## config.mk

```make
export PLATFORM = sky130hd
export DESIGN_NAME = sev_seg_display_mux_flat
export DESIGN_NICKNAME = d
export VERILOG_FILES = /design/src/rtl/sev_seg_display_mux_if.sv /design/src/rtl/sev_seg_display_mux.sv /design/src/flat_wrapper.sv
export SDC_FILE = /design/constraint.sdc
export NUM_CORES = 1
export LEC_CHECK = 0
export CORE_MARGIN = 2
export CORE_UTILIZATION = 30
export DETAILED_ROUTE_END_ITERATION = 10
export GPL_TIMING_DRIVEN = 0
export SYNTH_ARGS = -nofsm -noshare
export SYNTH_HDL_FRONTEND = slang
export SYNTH_SLANG_ARGS = --single-unit
```

## constraint.sdc

```tcl
create_clock -name clk -period 2.9 [get_ports clk]
set_input_delay 0.29 -clock clk [delete_from_list [all_inputs] [get_ports clk]]
set_output_delay 0.29 -clock clk [all_outputs]
set_load 0.02 [all_outputs]
```

## src/rtl/sev_seg_display_mux_if.sv

```systemverilog
// Display-side bundle for the seven-segment scanner: the value to show in,
// and the registered segment/digit drives out.
interface sev_seg_display_mux_if;
  logic [31:0] data_in;
  logic [6:0]  LED_Out;
  logic [7:0]  LED_Control;

  modport master (
    output data_in,
    input  LED_Out,
    input  LED_Control
  );

  modport slave (
    input  data_in,
    output LED_Out,
    output LED_Control
  );
endinterface

```

## src/rtl/sev_seg_display_mux.sv

```systemverilog
// Time-multiplexed 8-digit hex driver for a seven-segment display: one digit
// enabled at a time, rotating every REFRESH_DIV clocks, outputs registered.
module sev_seg_display_mux #(
  parameter int REFRESH_DIV    = 100000,
  parameter bit SEG_ACTIVE_LOW = 1'b1,
  parameter bit AN_ACTIVE_LOW  = 1'b1
) (
  input  logic                  clk,
  input  logic                  rst,
  sev_seg_display_mux_if.slave  io_disp
);

  localparam int CNT_W = (REFRESH_DIV > 1) ? $clog2(REFRESH_DIV) : 1;
  localparam logic [CNT_W-1:0] CNT_LAST = CNT_W'(REFRESH_DIV - 1);
  localparam logic [7:0] AN_BLANK  = AN_ACTIVE_LOW  ? 8'hFF : 8'h00;
  localparam logic [6:0] SEG_BLANK = SEG_ACTIVE_LOW ? 7'h7F : 7'h00;

  logic [CNT_W-1:0] r_cnt;
  logic [2:0]       r_idx;
  logic [7:0]       r_an;
  logic [6:0]       r_seg;

  logic [3:0] w_nibble;
  logic [6:0] w_segLow;
  logic [7:0] w_anLow;

  // Segment patterns are held active-low {a..g}; polarity is applied afterwards.
  function automatic logic [6:0] decodeHex(input logic [3:0] nib);
    logic [6:0] seg;
    case (nib)
      4'h0: seg = 7'b0000001;
      4'h1: seg = 7'b1001111;
      4'h2: seg = 7'b0010010;
      4'h3: seg = 7'b0000110;
      4'h4: seg = 7'b1001100;
      4'h5: seg = 7'b0100100;
      4'h6: seg = 7'b0100000;
      4'h7: seg = 7'b0001111;
      4'h8: seg = 7'b0000000;
      4'h9: seg = 7'b0000100;
      4'hA: seg = 7'b0001000;
      4'hB: seg = 7'b1100000;
      4'hC: seg = 7'b0110001;
      4'hD: seg = 7'b1000010;
      4'hE: seg = 7'b0110000;
      default: seg = 7'b0111000;
    endcase
    return seg;
  endfunction

  always_comb begin
    w_nibble = io_disp.data_in[{r_idx, 2'b00} +: 4];
    w_segLow = decodeHex(w_nibble);
    w_anLow  = ~(8'b0000_0001 << r_idx);
  end

  // Outputs reflect the pre-update index, so they trail idx by one clock.
  always_ff @(posedge clk or posedge rst) begin
    if (rst) begin
      r_cnt <= '0;
      r_idx <= 3'd0;
      r_an  <= AN_BLANK;
      r_seg <= SEG_BLANK;
    end else begin
      if (r_cnt == CNT_LAST) begin
        r_cnt <= '0;
        r_idx <= r_idx + 3'd1;
      end else begin
        r_cnt <= r_cnt + CNT_W'(1);
      end
      r_an  <= AN_ACTIVE_LOW  ? w_anLow  : ~w_anLow;
      r_seg <= SEG_ACTIVE_LOW ? w_segLow : ~w_segLow;
    end
  end

  assign io_disp.LED_Control = r_an;
  assign io_disp.LED_Out     = r_seg;

endmodule

```

## src/flat_wrapper.sv

```systemverilog
// flat-port wrapper written by rule: the top's interface ports become plain ports
module sev_seg_display_mux_flat 
#(
  parameter int REFRESH_DIV    = 100000,
  parameter bit SEG_ACTIVE_LOW = 1'b1,
  parameter bit AN_ACTIVE_LOW  = 1'b1
)
  (clk, rst, io_disp_data_in, io_disp_LED_Out, io_disp_LED_Control);
  sev_seg_display_mux_if io_disp_i ();
  input  logic clk;
  input  logic rst;
  input wire logic [$bits(io_disp_i.data_in)-1:0] io_disp_data_in;
  output wire logic [$bits(io_disp_i.LED_Out)-1:0] io_disp_LED_Out;
  output wire logic [$bits(io_disp_i.LED_Control)-1:0] io_disp_LED_Control;
  assign io_disp_i.data_in = io_disp_data_in;
  assign io_disp_LED_Out = io_disp_i.LED_Out;
  assign io_disp_LED_Control = io_disp_i.LED_Control;
  sev_seg_display_mux #(.REFRESH_DIV(REFRESH_DIV), .SEG_ACTIVE_LOW(SEG_ACTIVE_LOW), .AN_ACTIVE_LOW(AN_ACTIVE_LOW)) u_core (.clk(clk), .rst(rst), .io_disp(io_disp_i));
endmodule
```

==> flow_summary_export.csv, run 1 <==
group,metric,value,unit
status,outcome,"finished clean",
logic_synthesis,yosys_warnings,0,
floorplanning,fp.dieH,84.9,um
pwr,leakage,0.00113,uW
floorplanning,fp.dieArea,7220,um2
placement,globalplace.congestion,0.747,
timing,finalMaxSlewViolations,0,
clock_network,post_cts_resized,0,
floorplanning,core-area,6350,um2
flow_run,cap_violations,0,
final_layout,final_common_cell,"clkdlybuf4s50_1",
worst_setup_path,cp_slowest_cell,"mux4_1",
global_routing,grt_pass1_vias,1414,
logic_synthesis,yosys.area.top_type,"dfrtp_1",
floorplanning,placement_rows,29,
final_layout,syn_to_final_growth,36.1,%
detailed_routing,route.vias.total,1382,
logic_synthesis,synth_nets,206,
global_routing,antenna_found_initial,0,
logic_synthesis,synthCells,159,
clock_network,cts_root_buf,"clkbuf_8",
timing,slew_headroom,56.1,%
timing,max_freq,386,MHz
logic_synthesis,netlist_area,1970,um2
floorplanning,start_util,31.0,%
worst_setup_path,critPathRequiredTime,3.12,ns
placement,detailed_place_hpwl,2830,um
logic_synthesis,synth_area_leaders,"dfrtp_1, dfstp_2, ha_1",
timing,rsz0062_at_grt,"no",
timing,worst_pin_slew,0.641,ns
detailed_routing,drt_iter0_drc,63,
clock_network,clk_pin_slew,0.07,ns
detailed_routing,finalWirelength,3650,um
timing,setup_tns,0,ns
logic_synthesis,syn_avg_cell_area,12.4,um2
timing,clock-skew-final,0.00735,ns
timing,period_minus_slack,2.59,ns
pwr,irDropWorstVdd,179,uV
logic_synthesis,ys_ff_latch,35,
worst_setup_path,endpoint_kind,"flip-flop",
pwr,total_power,1070,uW
detailed_routing,drc,0,
final_layout,nets,262,
timing,setup_viol,0,
worst_setup_path,cp.arrival,2.81,ns
detailed_routing,wl_per_cell,12.4,um
final_layout,antenna_cells,0,
worst_setup_path,worstPathMaxFanout,9,
placement,io_buffers,48,
floorplanning,die_x,84.9,um
worst_setup_path,path_class,"reg2reg",
timing,hold_viol,0,
final_layout,layout-drive-gt1-share,17.6,%
detailed_routing,ant_nets,0,
clock_network,cts_hold_buf,0,
logic_synthesis,yosysUniqueCellTypes,38,
clock_network,cts_tree,"yes",
global_routing,grt_usage,11.1,%
floorplanning,io_pins,49,
global_routing,grt_max_degree,36,
detailed_routing,via_per_inst,4.72,
worst_setup_path,worstPathCellList,"buf_6 -> mux4_1 -> mux2i_1 -> inv_1 -> ha_1 -> and3_1 -> a211o_1",
detailed_routing,dr.pass1.iters,4,
logic_synthesis,seq_area_frac_synth,45.5,%
clock_network,ctsHtreeMaxLevel,2,
global_routing,overflow,0,
final_layout,mostFrequentLayoutCells,"clkdlybuf4s50_1, dfrtp_1, dfstp_2, ha_1, nand2_1",
clock_network,cts_made_buffers,5,
clock_network,clock_latency,0.29,ns
pwr,power_density,400,nW/um2
hold_path,hp-class,"in2async",
final_layout,final_area,2680,um2
final_layout,fin_util,42.1,%
timing,hold_slack,0.232,ns
clock_network,post_cts_buffers,0,
worst_setup_path,critPathMaxStageDelay,0.55,ns
placement,place_area,2540,um2
timing,fin_crit_sh,89.3,%
clock_network,clk_path_buf_depth,2,
global_routing,grt_pass1_wl,6340,um
clock_network,cts_sinks,35,
worst_setup_path,worstSetupStartpointType,"flip-flop",
logic_synthesis,netlist.area_leader.share,25.5,%
worst_setup_path,r2r_cells,7,
flip-flops by register name, indices dropped and copies added, names as in the netlist:
signal	cells
u_core.r_cnt	17
u_core.io_disp.LED_Control	8
u_core.io_disp.LED_Out	7
u_core.r_idx	3
metrics by stage:
step                setup WS [ns]  cells
floorplan                   0.625    159
global placement            0.249    284
detailed placement          0.209    284
CTS                         0.276    292
global route                0.142    293
finish                      0.309    293
cells in the mapped netlist, drive strengths merged:
master,instances
nand3,7
nor2b,1
mux4,8
and4,4
nor4,1
nand2,12
xnor2,11
and2,2
mux2i,10
ha,13
nand4b,1
nor3b,2
o31ai,1
inv,11
xor2,4
or3,3
a22o,1
nand4,2
a21oi,2
a211o,1
nor2,8
dfstp,15
clkbuf,1
o2bb2ai,1
o21ai,3
and3,3
nor3,1
mux2,4
dfrtp,20
buf,4
a31o,1
or4,1
critical path: cells and delay by family, from the launching register on:
family / cells / cell delay [ns]
multiplexers: 2 / 1.09
flip-flops: 1 / 0.40
buffers and inverters: 2 / 0.32
AND/OR/NAND/NOR: 1 / 0.16
AO/OA/AOI/OAI: 1 / 0.27
adder cells (fa/ha/maj): 1 / 0.28
where the power goes:
group          internal, uW  leakage, uW  switching [uW]
combinational          79.5     0.000655            51.3
clock                   256    0.0000581             177
sequential              503     0.000422            2.29
cells by family (layout without fill, tap and decap cells):
| kind of cell | after synthesis | in the layout | share of synthesized area (%) |
|---|---|---|---|
| fa+ha+maj | 13 | 13 | 8.28 |
| xor+xnor | 15 | 15 | 6.68 |
| flops | 35 | 35 | 45.5 |
| simple gates | 48 | 48 | 13.0 |
| compound gates | 10 | 10 | 3.44 |
| mux | 22 | 22 | 19.0 |
| buf+inv | 16 | 73 | 4.07 |
final timing paths:
kind                                        from                       endpoint  slack, ns
worst max-delay path             u_core.r_idx[0]      u_core.io_disp.LED_Out[6]       0.31
worst min-delay path                         rst               u_core.r_cnt[15]       0.23
worst min register to register  u_core.r_cnt[12]               u_core.r_cnt[12]       0.49
min in group clk                u_core.r_cnt[12]               u_core.r_cnt[12]       0.49
worst max register to register   u_core.r_idx[0]      u_core.io_disp.LED_Out[6]       0.31
max in group asynchronous                    rst  u_core.io_disp.LED_Control[2]       2.18
metal layers:
metal	wire, um	part of all wire, %	global-route usage [%]
met2	1780	49	18.4
met4	60	1.6	3.90
met1	1560	43	13.4
met3	247	6.8	4.09
met5	0	0	0
layout make-up:
| cell class | instances | area [um2] |
|---|---|---|
| Fill cell | 585 | 3670 |
| Multi-Input combinational cell | 108 | 991 |
| Sequential cell | 35 | 895 |
| Timing Repair Buffer | 49 | 500 |
| Tap cell | 77 | 96.3 |
| Clock buffer | 5 | 68.8 |
| Clock inverter | 3 | 43.8 |
| Inverter | 11 | 41.3 |
| Buffer | 5 | 38.8 |
Power figures use the tool's default switching activity.
==> inputs of run 2 (changes only) <==
- CELL_PAD_IN_SITES_DETAIL_PLACEMENT: not set -> 0
- CELL_PAD_IN_SITES_GLOBAL_PLACEMENT: not set -> 1
- PLACE_DENSITY_LB_ADDON: not set -> 0.1
==> flow_summary_export.csv, run 2 (synthesis results as in run 1) <==
group,metric,value,unit
final_layout,stdcell_count,293,
clock_network,cts_root_buf,"clkbuf_8",
floorplanning,io_pins,49,
final_layout,largest_reg_flops,17,
worst_setup_path,worstSetupStartpointType,"flip-flop",
clock_network,cts_tree,"yes",
clock_network,ctsHtreeMaxLevel,2,
timing,setup_tns,0,ns
pwr,power_density,365,nW/um2
floorplanning,die_x,84.9,um
timing,fin_crit_sh,88.2,%
floorplanning,placement_rows,29,
global_routing,use_met2,21.1,%
detailed_routing,wl_per_cell,13.7,um
timing,hold_viol,0,
clock_network,cts_made_buffers,5,
final_layout,final_common_cell,"clkdlybuf4s50_1",
floorplanning,fp.dieArea,7220,um2
pwr,irDropWorstVdd,178,uV
global_routing,grt_usage,11.8,%
flow_run,cap_violations,0,
floorplanning,core-area,6350,um2
detailed_routing,route.vias.total,1388,
worst_setup_path,critPathRequiredTime,3.11,ns
detailed_routing,drt_iter0_drc,59,
floorplanning,fp.dieH,84.9,um
placement,io_buffers,48,
final_layout,syn_to_final_growth,34.9,%
detailed_routing,ant_nets,0,
detailed_routing,dr.pass1.iters,4,
global_routing,overflow,0,
timing,slew_headroom,49.6,%
timing,finalMaxSlewViolations,0,
global_routing,use_met1,13.3,%
detailed_routing,finalWirelength,4000,um
timing,clock-skew-final,0.00357,ns
global_routing,grt_pass1_wl,6690,um
final_layout,nFillCells,604,
worst_setup_path,worstPathMaxFanout,9,
clock_network,clk_pin_slew,0.07,ns
worst_setup_path,endpoint_kind,"flip-flop",
global_routing,grt.met3_usage,2.82,%
detailed_routing,drc,0,
clock_network,cts_hold_buf,0,
final_layout,antenna_cells,0,
global_routing,top_usage_layer,"met2",
placement,globalplace.congestion,0.755,
floorplanning,start_util,31.0,%
timing,max_freq,391,MHz
final_layout,nets,262,
hold_path,hp-class,"in2async",
timing,rsz0062_at_grt,"no",
timing,period_minus_slack,2.56,ns
status,outcome,"finished clean",
worst_setup_path,cp.arrival,2.76,ns
global_routing,grt_max_degree,36,
pwr,leakage,0.00112,uW
timing,setup_viol,0,
final_layout,mostFrequentLayoutCells,"clkdlybuf4s50_1, dfrtp_1, dfstp_2, ha_1, nand2_1",
placement,place_inst,284,
clock_network,clock_latency,0.28,ns
global_routing,antenna_found_initial,0,
global_routing,grt_pass1_vias,1513,
placement,detailed_place_hpwl,3110,um
clock_network,clk_path_buf_depth,2,
final_layout,layout-drive-gt1-share,16.7,%
worst_setup_path,path_class,"reg2reg",
clock_network,post_cts_resized,0,
detailed_routing,via_per_inst,4.74,
clock_network,post_cts_buffers,0,
final_layout,largest_register,"u_core.r_cnt",
clock_network,cts_sinks,35,
timing,worst_pin_slew,0.754,ns
run 2: cell count changes in the layout (fill, tap and decap cells not counted):
| cell | change |
|---|---|
| buf_12 | -1 |
| buf_16 | +1 |
| bufinv_16 | -1 |
| clkinv_4 | -1 |
| clkbuf_1 | +2 |
run 2: cell type report:
| cell class | instances | area (um2) | share of cell area [%] |
|---|---|---|---|
| tap | 77 | 96.3 | 3.63 |
| clock buffer | 7 | 76.3 | 2.88 |
| sequential | 35 | 895 | 33.7 |
| clock inverter | 1 | 5.00 | 0.189 |
| multi-input combinational | 108 | 991 | 37.4 |
| buffer | 5 | 38.8 | 1.46 |
| timing repair buffer | 49 | 508 | 19.2 |
| inverter | 11 | 41.3 | 1.56 |
run 2: worst max-delay path, cell delays in order, from the launching register on:
cell and delay (ns):
dfrtp_1 0.40, buf_6 0.17, mux4_1 0.55, mux2i_1 0.52, inv_1 0.15, ha_1 0.27, and3_1 0.15, a211o_1 0.26
run 2: report_power, final:
part	switching [uW]	internal, uW
Clock	162	168
Sequential	2.81	503
Combinational	52.0	80.7
Total	216	752
run 2: final timing paths:
check,end,slack [ns],cells past startpoint,from
worst max-delay path,u_core.io_disp.LED_Out[6],0.34,7,u_core.r_idx[0]
worst min-delay path,u_core.r_idx[2],0.27,2,rst
worst max register to register,u_core.io_disp.LED_Out[6],0.34,7,u_core.r_idx[0]
worst min register to register,u_core.r_cnt[0],0.48,1,u_core.r_cnt[0]
max in group asynchronous,u_core.io_disp.LED_Out[3],2.13,3,rst
min in group clk,u_core.r_cnt[0],0.48,1,u_core.r_cnt[0]
run 2: metrics by stage:
step	total power [uW]	setup slack, ns	area, um2	util (%)	hold slack (ns)
floorplan	574	0.625	1970	-	0.433
global placement	643	0.303	2540	40.0	0.469
detailed placement	645	0.250	2540	40.0	0.477
CTS	987	0.305	2620	41.3	0.487
global route	1020	0.165	2650	41.8	0.296
finish	969	0.342	2650	41.8	0.265
run 2: layer usage:
layer	wire, um	vias to the layer above
met3	158	5
met4	62	0
li1	-	675
met2	2070	37
met5	0	-
met1	1710	671
